<file path="config.mk">
export PLATFORM = sky130hd
export DESIGN_NAME = fb_arbiter
export DESIGN_NICKNAME = d
export VERILOG_FILES = /design/src/rtl/fb_pkg.sv /design/src/rtl/fb_addr_gen.sv /design/src/rtl/fb_arbiter.sv
export SDC_FILE = /design/constraint.sdc
export NUM_CORES = 1
export LEC_CHECK = 0
export ABC_AREA = 1
export BUFFER_PORTS_ARGS = -buffer_cell sky130_fd_sc_hd__buf_4
export CORE_ASPECT_RATIO = 1.25
export CORE_UTILIZATION = 52
export CTS_BUF_LIST = sky130_fd_sc_hd__clkbuf_4 sky130_fd_sc_hd__clkbuf_8
export DETAILED_ROUTE_END_ITERATION = 10
export PLACE_DENSITY_LB_ADDON = 0.05
export REMOVE_ABC_BUFFERS = 1
export SLEW_MARGIN = 20
export SYNTH_ARGS = -nofsm -noshare
export SYNTH_HDL_FRONTEND = slang
export SYNTH_SLANG_ARGS = --single-unit
</file>
<file path="constraint.sdc">
create_clock -name vgaclk -period 3.2 [get_ports vgaclk]
set_input_delay 0.48 -clock vgaclk [delete_from_list [all_inputs] [get_ports vgaclk]]
set_output_delay 0.48 -clock vgaclk [all_outputs]
set_load 0.02 [all_outputs]
</file>
<file path="src/rtl/fb_pkg.sv">
// Shared constants and types for the frame-buffer arbiter.
// The clear engine is built only when the macro FB_CLEAR_EN is defined.
package fb_pkg;

  localparam int FB_W     = 160;
  localparam int FB_H     = 120;
  localparam int SCALE_SH = 2;
  localparam int PIX_W    = 4;
  localparam int ADDR_W   = 15;
  localparam int H_ACTIVE = 640;
  localparam int V_ACTIVE = 480;

  typedef logic [ADDR_W-1:0] fb_addr_t;
  typedef logic [PIX_W-1:0]  pix_t;

  typedef enum logic [1:0] {
    GNT_NONE,
    GNT_DISP,
    GNT_CLEAR,
    GNT_WRITE
  } grant_e;

  typedef enum logic {
    CLR_IDLE,
    CLR_RUN
  } clr_state_e;

endpackage

</file>
<file path="src/rtl/fb_addr_gen.sv">
// Linear frame-buffer address from stored-pixel coordinates: yf*FB_W + xf.
// The multiply is a shift-add at the native 160-pixel width.
module fb_addr_gen #(
  parameter int FB_W   = fb_pkg::FB_W,
  parameter int ADDR_W = fb_pkg::ADDR_W
) (
  input  logic [9:0]        xf,
  input  logic [9:0]        yf,
  output logic [ADDR_W-1:0] addr
);

  logic [ADDR_W-1:0] xw;
  logic [ADDR_W-1:0] yw;

  assign xw = ADDR_W'(xf);
  assign yw = ADDR_W'(yf);

  generate
    if (FB_W == 160) begin : g_shift_add
      // 160 = 128 + 32
      assign addr = (yw << 7) + (yw << 5) + xw;
    end else begin : g_mult
      assign addr = (yw * ADDR_W'(FB_W)) + xw;
    end
  endgenerate

endmodule

</file>
<file path="src/rtl/fb_arbiter.sv">
// Frame-buffer RAM arbiter: display fetch > clear engine (FB_CLEAR_EN) > draw client.
// Pixel and syncs leave two cycles after the coordinate that produced them.
//
// Clear FSM (present only with FB_CLEAR_EN)
//   state    | meaning
//   CLR_IDLE | no fill pending; draw client owns the free RAM cycles
//   CLR_RUN  | filling 0..FB_W*FB_H-1 on every cycle display leaves free
module fb_arbiter #(
  parameter int FB_W     = fb_pkg::FB_W,
  parameter int FB_H     = fb_pkg::FB_H,
  parameter int SCALE_SH = fb_pkg::SCALE_SH,
  parameter int PIX_W    = fb_pkg::PIX_W,
  parameter int ADDR_W   = fb_pkg::ADDR_W,
  parameter int H_ACTIVE = fb_pkg::H_ACTIVE,
  parameter int V_ACTIVE = fb_pkg::V_ACTIVE
) (
  input  logic              vgaclk,
  input  logic              reset,
  input  logic [9:0]        x,
  input  logic [9:0]        y,
  input  logic              hsync,
  input  logic              vsync,
  input  logic              wr_valid,
  output logic              wr_ready,
  input  logic [7:0]        wr_x,
  input  logic [6:0]        wr_y,
  input  logic [PIX_W-1:0]  wr_color,
  input  logic              clear_start,
  input  logic [PIX_W-1:0]  clear_color,
  output logic              clear_busy,
  output logic [ADDR_W-1:0] ram_addr,
  output logic              ram_we,
  output logic [PIX_W-1:0]  ram_wdata,
  input  logic [PIX_W-1:0]  ram_rdata,
  output logic [PIX_W-1:0]  pixel,
  output logic              hsync_o,
  output logic              vsync_o
);

  import fb_pkg::*;

  localparam logic [9:0] H_LIM  = 10'(H_ACTIVE);
  localparam logic [9:0] V_LIM  = 10'(V_ACTIVE);
  localparam logic [9:0] FBW_LIM = 10'(FB_W);
  localparam logic [9:0] FBH_LIM = 10'(FB_H);

  logic              active;
  logic              disp_need;
  logic [9:0]        xs;
  logic [9:0]        ys;
  logic [ADDR_W-1:0] disp_addr;
  logic [9:0]        wx;
  logic [9:0]        wy;
  logic [ADDR_W-1:0] wr_addr;
  logic              wr_in_range;
  logic              wr_fire;
  logic              clr_wr;
  logic [ADDR_W-1:0] clr_addr;
  logic [PIX_W-1:0]  clr_data;
  grant_e            grant;

  assign active    = (x < H_LIM) && (y < V_LIM);
  assign disp_need = active && (x[SCALE_SH-1:0] == '0);

  assign xs = x >> SCALE_SH;
  assign ys = y >> SCALE_SH;

  fb_addr_gen #(.FB_W(FB_W), .ADDR_W(ADDR_W)) u_disp_addr (
    .xf   (xs),
    .yf   (ys),
    .addr (disp_addr)
  );

  assign wx = {2'b00, wr_x};
  assign wy = {3'b000, wr_y};

  fb_addr_gen #(.FB_W(FB_W), .ADDR_W(ADDR_W)) u_wr_addr (
    .xf   (wx),
    .yf   (wy),
    .addr (wr_addr)
  );

  // Out-of-range draws still complete the handshake; they just never reach the RAM.
  assign wr_in_range = (wx < FBW_LIM) && (wy < FBH_LIM);
  assign wr_ready    = !disp_need && !clear_busy;
  assign wr_fire     = wr_valid && wr_ready;

`ifdef FB_CLEAR_EN
  localparam logic [ADDR_W-1:0] CLR_LAST = ADDR_W'(FB_W * FB_H - 1);

  clr_state_e        clr_state;
  clr_state_e        clr_next;
  logic [ADDR_W-1:0] clr_cnt;
  logic [PIX_W-1:0]  clr_color_q;

  always_ff @(posedge vgaclk) begin
    if (reset) begin
      clr_state   <= CLR_IDLE;
      clr_cnt     <= '0;
      clr_color_q <= '0;
    end else begin
      clr_state <= clr_next;
      if ((clr_state == CLR_IDLE) && clear_start) begin
        clr_cnt     <= '0;
        clr_color_q <= clear_color;
      end else if (clr_wr) begin
        clr_cnt <= clr_cnt + ADDR_W'(1);
      end
    end
  end

  always_comb begin
    clr_next = clr_state;
    case (clr_state)
      CLR_IDLE: if (clear_start) clr_next = CLR_RUN;
      CLR_RUN:  if (!disp_need && (clr_cnt == CLR_LAST)) clr_next = CLR_IDLE;
      default:  clr_next = CLR_IDLE;
    endcase
  end

  always_comb begin
    clear_busy = (clr_state == CLR_RUN);
    clr_wr     = (clr_state == CLR_RUN) && !disp_need;
  end

  assign clr_addr = clr_cnt;
  assign clr_data = clr_color_q;
`else
  logic unused_clear;
  assign unused_clear = ^{clear_start, clear_color};
  assign clear_busy   = 1'b0;
  assign clr_wr       = 1'b0;
  assign clr_addr     = '0;
  assign clr_data     = '0;
`endif

  always_comb begin
    grant = GNT_NONE;
    if (disp_need) begin
      grant = GNT_DISP;
    end else if (clr_wr) begin
      grant = GNT_CLEAR;
    end else if (wr_fire) begin
      grant = GNT_WRITE;
    end
  end

  always_comb begin
    ram_addr  = '0;
    ram_we    = 1'b0;
    ram_wdata = '0;
    case (grant)
      GNT_DISP: begin
        ram_addr = disp_addr;
      end
      GNT_CLEAR: begin
        ram_addr  = clr_addr;
        ram_we    = 1'b1;
        ram_wdata = clr_data;
      end
      GNT_WRITE: begin
        ram_addr  = wr_addr;
        ram_we    = wr_in_range;
        ram_wdata = wr_color;
      end
      default: ;
    endcase
  end

  logic             rd_d1;
  logic             act_d1;
  logic             act_d2;
  logic             hs_d1;
  logic             vs_d1;
  logic [PIX_W-1:0] pix_q;

  // pix_q only reloads after a display read, so it holds across the replicated columns.
  always_ff @(posedge vgaclk) begin
    if (reset) begin
      rd_d1   <= 1'b0;
      act_d1  <= 1'b0;
      act_d2  <= 1'b0;
      hs_d1   <= 1'b1;
      vs_d1   <= 1'b1;
      hsync_o <= 1'b1;
      vsync_o <= 1'b1;
      pix_q   <= '0;
    end else begin
      rd_d1   <= (grant == GNT_DISP);
      act_d1  <= active;
      act_d2  <= act_d1;
      hs_d1   <= hsync;
      vs_d1   <= vsync;
      hsync_o <= hs_d1;
      vsync_o <= vs_d1;
      if (rd_d1) begin
        pix_q <= ram_rdata;
      end
    end
  end

  assign pixel = act_d2 ? pix_q : '0;

endmodule

</file>
After elaboration in Yosys (flattened, before gate mapping). Index checks and enable logic that the tools add are counted.

$add $sub $neg: 4. $mul: 0. Divide/modulo/power cells: 0. Order comparisons: 4. Equal/unequal tests: 3. Shift operators: 0. Multiplexer cells: 6. Bitwise logic cells: 0. Reductions and logical operators: 6.

Operators by type and width (count): $add 15x8->15 (2); $pmux 15 s2 (1); $add 14x12->15 (1); $add 15x13->15 (1); $lt 10x10->1 const B (1); $lt 10x9->1 const B (1); $lt 8x8->1 const B (1); $mux 4 (2); $lt 7x7->1 const B (1); $eq 2x2->1 const B (2); $logic_and 1x1->1 (4); $mux 2 (2); $eq 2x1->1 const B (1); $logic_not 2->1 (1); $pmux 1 s2 (1); $logic_not 1->1 (1).

Register bits: 11. Bits in latches: 0. RAM bits: 0. Bits in read-only memories: 0. Input bits: 53. Logic and storage cells: 31. Memories: 0.

Longest topological paths before layout.
Word-level depth: 9. Depth in mapped cells: 13. Depth with buffers taken out: 13.

Modules after synthesis. Synthesis repeated with hierarchy kept, for this count alone.

Cell total of the unflattened synthesis: 312. Area total of the unflattened synthesis: 2021.9 µm².

By module, submodules not included: fb_arbiter (times used 1, cells each 115, area each 782.0 µm², sequential area each 220.2 µm²); fb_addr_gen (u_disp_addr) (times used 1, cells each 99, area each 620.6 µm², sequential area each 0.0 µm²); fb_addr_gen (u_wr_addr) (times used 1, cells each 98, area each 619.3 µm², sequential area each 0.0 µm²).

Worst setup path before layout. Ideal clock, no wire load.

Path kind: input to output. From: input port wr_x[7]. To: output port ram_addr[10]. Data arrival time: 2.090 ns. Required time: 2.720 ns. Setup slack: 0.630 ns. Stages: 9. Buffers on the path: 0. Cell sequence: inv_1 > fa_1 > fa_1 > inv_1 > nand3_1 > nand3_1 > xor2_1 > nand2_1 > nand2_1.

Longest elaborated chain between the ends: 2.

Ends and longest elaborated chain: start: declaration (line fb_arbiter.sv:25) `input logic [7:0] wr_x,`; $add 15x8->15 (line fb_addr_gen.sv:21) `assign addr = (yw << 7) + (yw << 5) + xw;`; $pmux 15 s2 (line fb_arbiter.sv:152) `case (grant)`; end: declaration (line fb_arbiter.sv:31) `output logic [ADDR_W-1:0] ram_addr,`.

Every way passes these cells.

Worst setup path after layout.
From: input port y[2]. To: output port ram_addr[10].

Longest elaborated chain between the ends: 9. Elaborated cells on any way between the ends: 12.

Ends and longest elaborated chain: start: declaration (line fb_arbiter.sv:20) `input logic [9:0] y,`; branches (longest 8 deep; another with $add 15x13->15); $pmux 15 s2 * (line fb_arbiter.sv:152).

Every way passes the cells marked *.

==> flow_summary.toml <==
[floorplanning]
fp-row-count = 22
start_util_pct = 55.5
die_h_um = 65.3
dieWidth_um = 52.6
io_pins = 81
core-area_mm2 = 0.00300
die_area_mm2 = 0.00343

[global_route]
grt_busiest_layer = "met2"
grt_usage_pct = 23.9
grt_start_max_net_pins = 14
first_global_vias = 1669
gr-usage-met3_pct = 4.17
gr-total-overflow = 0
grt_pass1_wl_um = 6350
use_met2_pct = 46.7
use_met1_pct = 24.4
antenna_found_initial = 0

[setup_path]
worstSetupPathType = "in -> out"
path_cells = "buf_4 -> inv_1 -> fa_1 -> fa_1 -> o21ai_1 -> xor2_1 -> nand2_1 -> nand2_1 -> buf_4"
arrival_ps = 2340
crit_slowest_cell = "fa_1"
worstPathRequired_ps = 2720
endpoint_kind = "primary output"
path_buf_inv = 3
critPathTopFamily = "adder cells"
cp-start-kind = "input port"
cpPeakStageDelay_ps = 530
crit_fanout = 3

[routing]
drtPass1Iterations = 4
wl_um = 3850
drc = 0
viasPerCell = 4.88
detail-route-antenna-nets = 0
drt-wirelength-per-cell_um = 10.2
vias = 1839
initialDrtViolationCount = 18

[clock_network]
hold_buffers = 0
clk_path_buf_depth = 2
cts_resized = 0
postCtsSetupBuffers = 0
clock_latency_ps = 270
cts_buffers = 3
cts_root_buf = "clkbuf_4"
clock-sinks = 11
path_clk_slew_ps = 70
cts_tree = "done"
cts.htree.levels = 1

[logic_synthesis]
ys_seq_area_share_pct = 13.2
synth_seq_cells = 11
yosysWarnings = 0
synth_area_leader_cell = "ha_1"
netlist_instances = 268
synthTopCellsByArea = "ha_1 21%, nand2_1 19%, dfxtp_1 13%"
syn_area_mm2 = 0.00167
avgSynthCellArea_um2 = 6.21
synth_cell_type_count = 25
yosys.area.top_type_share_pct = 21.0

[timing]
fin_skew_ps = 2.99
rsz0062_at_grt = "no"
fmax_mhz = 354
fin_crit_sh_pct = 88.3
slew_violations = 0
tns_ps = 0
setup_viol = 0
fin_ws_ps = 376
fin_crit_ps = 2820
finalHoldViolations = 0

[pwr]
p_per_area_mw_per_mm2 = 274
p_leak_nw = 1.39
total_power_uw = 616
max-vdd-ir-drop_mv = 0.250

[place]
pre_cts_ws_ps = 375
port_buffers = 72
dp.final_hpwl_um = 3320
place_congestion = 0.820

[cells_and_area]
antenna_cells = 0
drive_gt1_share_pct = 26.4
fillCellCount = 289
multi_input_area_mm2 = 0.00121
finish.utilization_pct = 74.9
syn_to_final_growth_pct = 35.0
regArea_um2 = 220
final_nets = 427

[worst_hold_path]
hp-class = "in -> reg"

[run_status]
status = "completed"

[run]
drv_cap = 0
metrics by stage:
step	area, um2	hold WS, ps	instances
floorplan	1640	388	265
global placement	2220	392	373
detailed placement	2220	398	373
CTS	2250	381	377
global route	2250	381	377
finish	2250	386	377
layer usage:
| layer | vias to the layer above | routed length, um |
|---|---|---|
| met5 | - | 0 |
| met4 | 0 | 54 |
| met3 | 7 | 106 |
| met2 | 44 | 2100 |
| met1 | 806 | 1590 |
| li1 | 982 | - |
sequential cells by signal, summed over array words and instances, names as in the netlist:
signal   cells
act_d1       1
hsync_o      1
vs_d1        1
act_d2       1
hs_d1        1
vsync_o      1
pix_q        4
rd_d1        1
placed cells by master (no fill, tap or decap), types with 5 or more instances in the layout:
master,synthesis,layout
a21oi_1,7,7
buf_4,1,72
dfxtp_1,11,11
ha_1,28,28
inv_1,53,53
nand2_1,86,86
nand3_1,15,15
nand4_1,6,6
nor2_1,25,25
xor2_1,5,5
report_power, final:
group | internal (mW) | total (mW) | switching (mW)
Sequential | 0.142 | 0.144 | 0.00201
Clock | 0.0464 | 0.0974 | 0.0511
Combinational | 0.165 | 0.374 | 0.209
Total | 0.354 | 0.616 | 0.262
layout make-up:
cell class              count  share of cell area [%]
well taps                  36                    2.00
inverters                  54                    9.01
repair buffers             72                    24.0
clock inverters             1                   0.223
flip-flops and latches     11                    9.79
clock buffers               3                    1.00
multi-input cells         200                    53.9
cell usage after synthesis:
| cell | instances |
|---|---|
| nand3_1 | 15 |
| or2_2 | 4 |
| o21ai_0 | 4 |
| xnor2_1 | 1 |
| nand4_2 | 1 |
| a21oi_1 | 7 |
| nand4_1 | 6 |
| conb_1 | 1 |
| nand3_2 | 2 |
| o21a_1 | 1 |
| buf_6 | 2 |
| inv_2 | 1 |
| nand2_2 | 1 |
| inv_1 | 53 |
| ha_1 | 28 |
| xor2_1 | 5 |
| o21ai_1 | 1 |
| o21ai_2 | 4 |
| fa_1 | 4 |
| dfxtp_1 | 11 |
| nor2_1 | 25 |
| nand2_1 | 86 |
| buf_4 | 1 |
| nor2_4 | 1 |
| o22ai_1 | 3 |
worst paths after layout:
check	endpoint	depth (start not counted)	slack [ps]	startpoint
worst max-delay path	ram_addr[10]	9	380	y[2]
worst max register to register	pix_q[3]	3	2470	rd_d1
worst min-delay path	hs_d1	2	390	hsync
worst min register to register	act_d2	2	410	act_d1
logic make-up (layout without fill, tap and decap cells):
family	Yosys count	in the layout	synth area share [%]
AOI/OAI and AO/OA	20	20	7.29
xor gates and xnor gates	6	6	3.16
adders and majority gates	32	32	25.8
buffers and inverters	57	130	14.0
DFF	11	11	13.2
other	1	1	0.225
and+or+nand+nor	141	141	36.3
(Power assumes the default switching activity.)
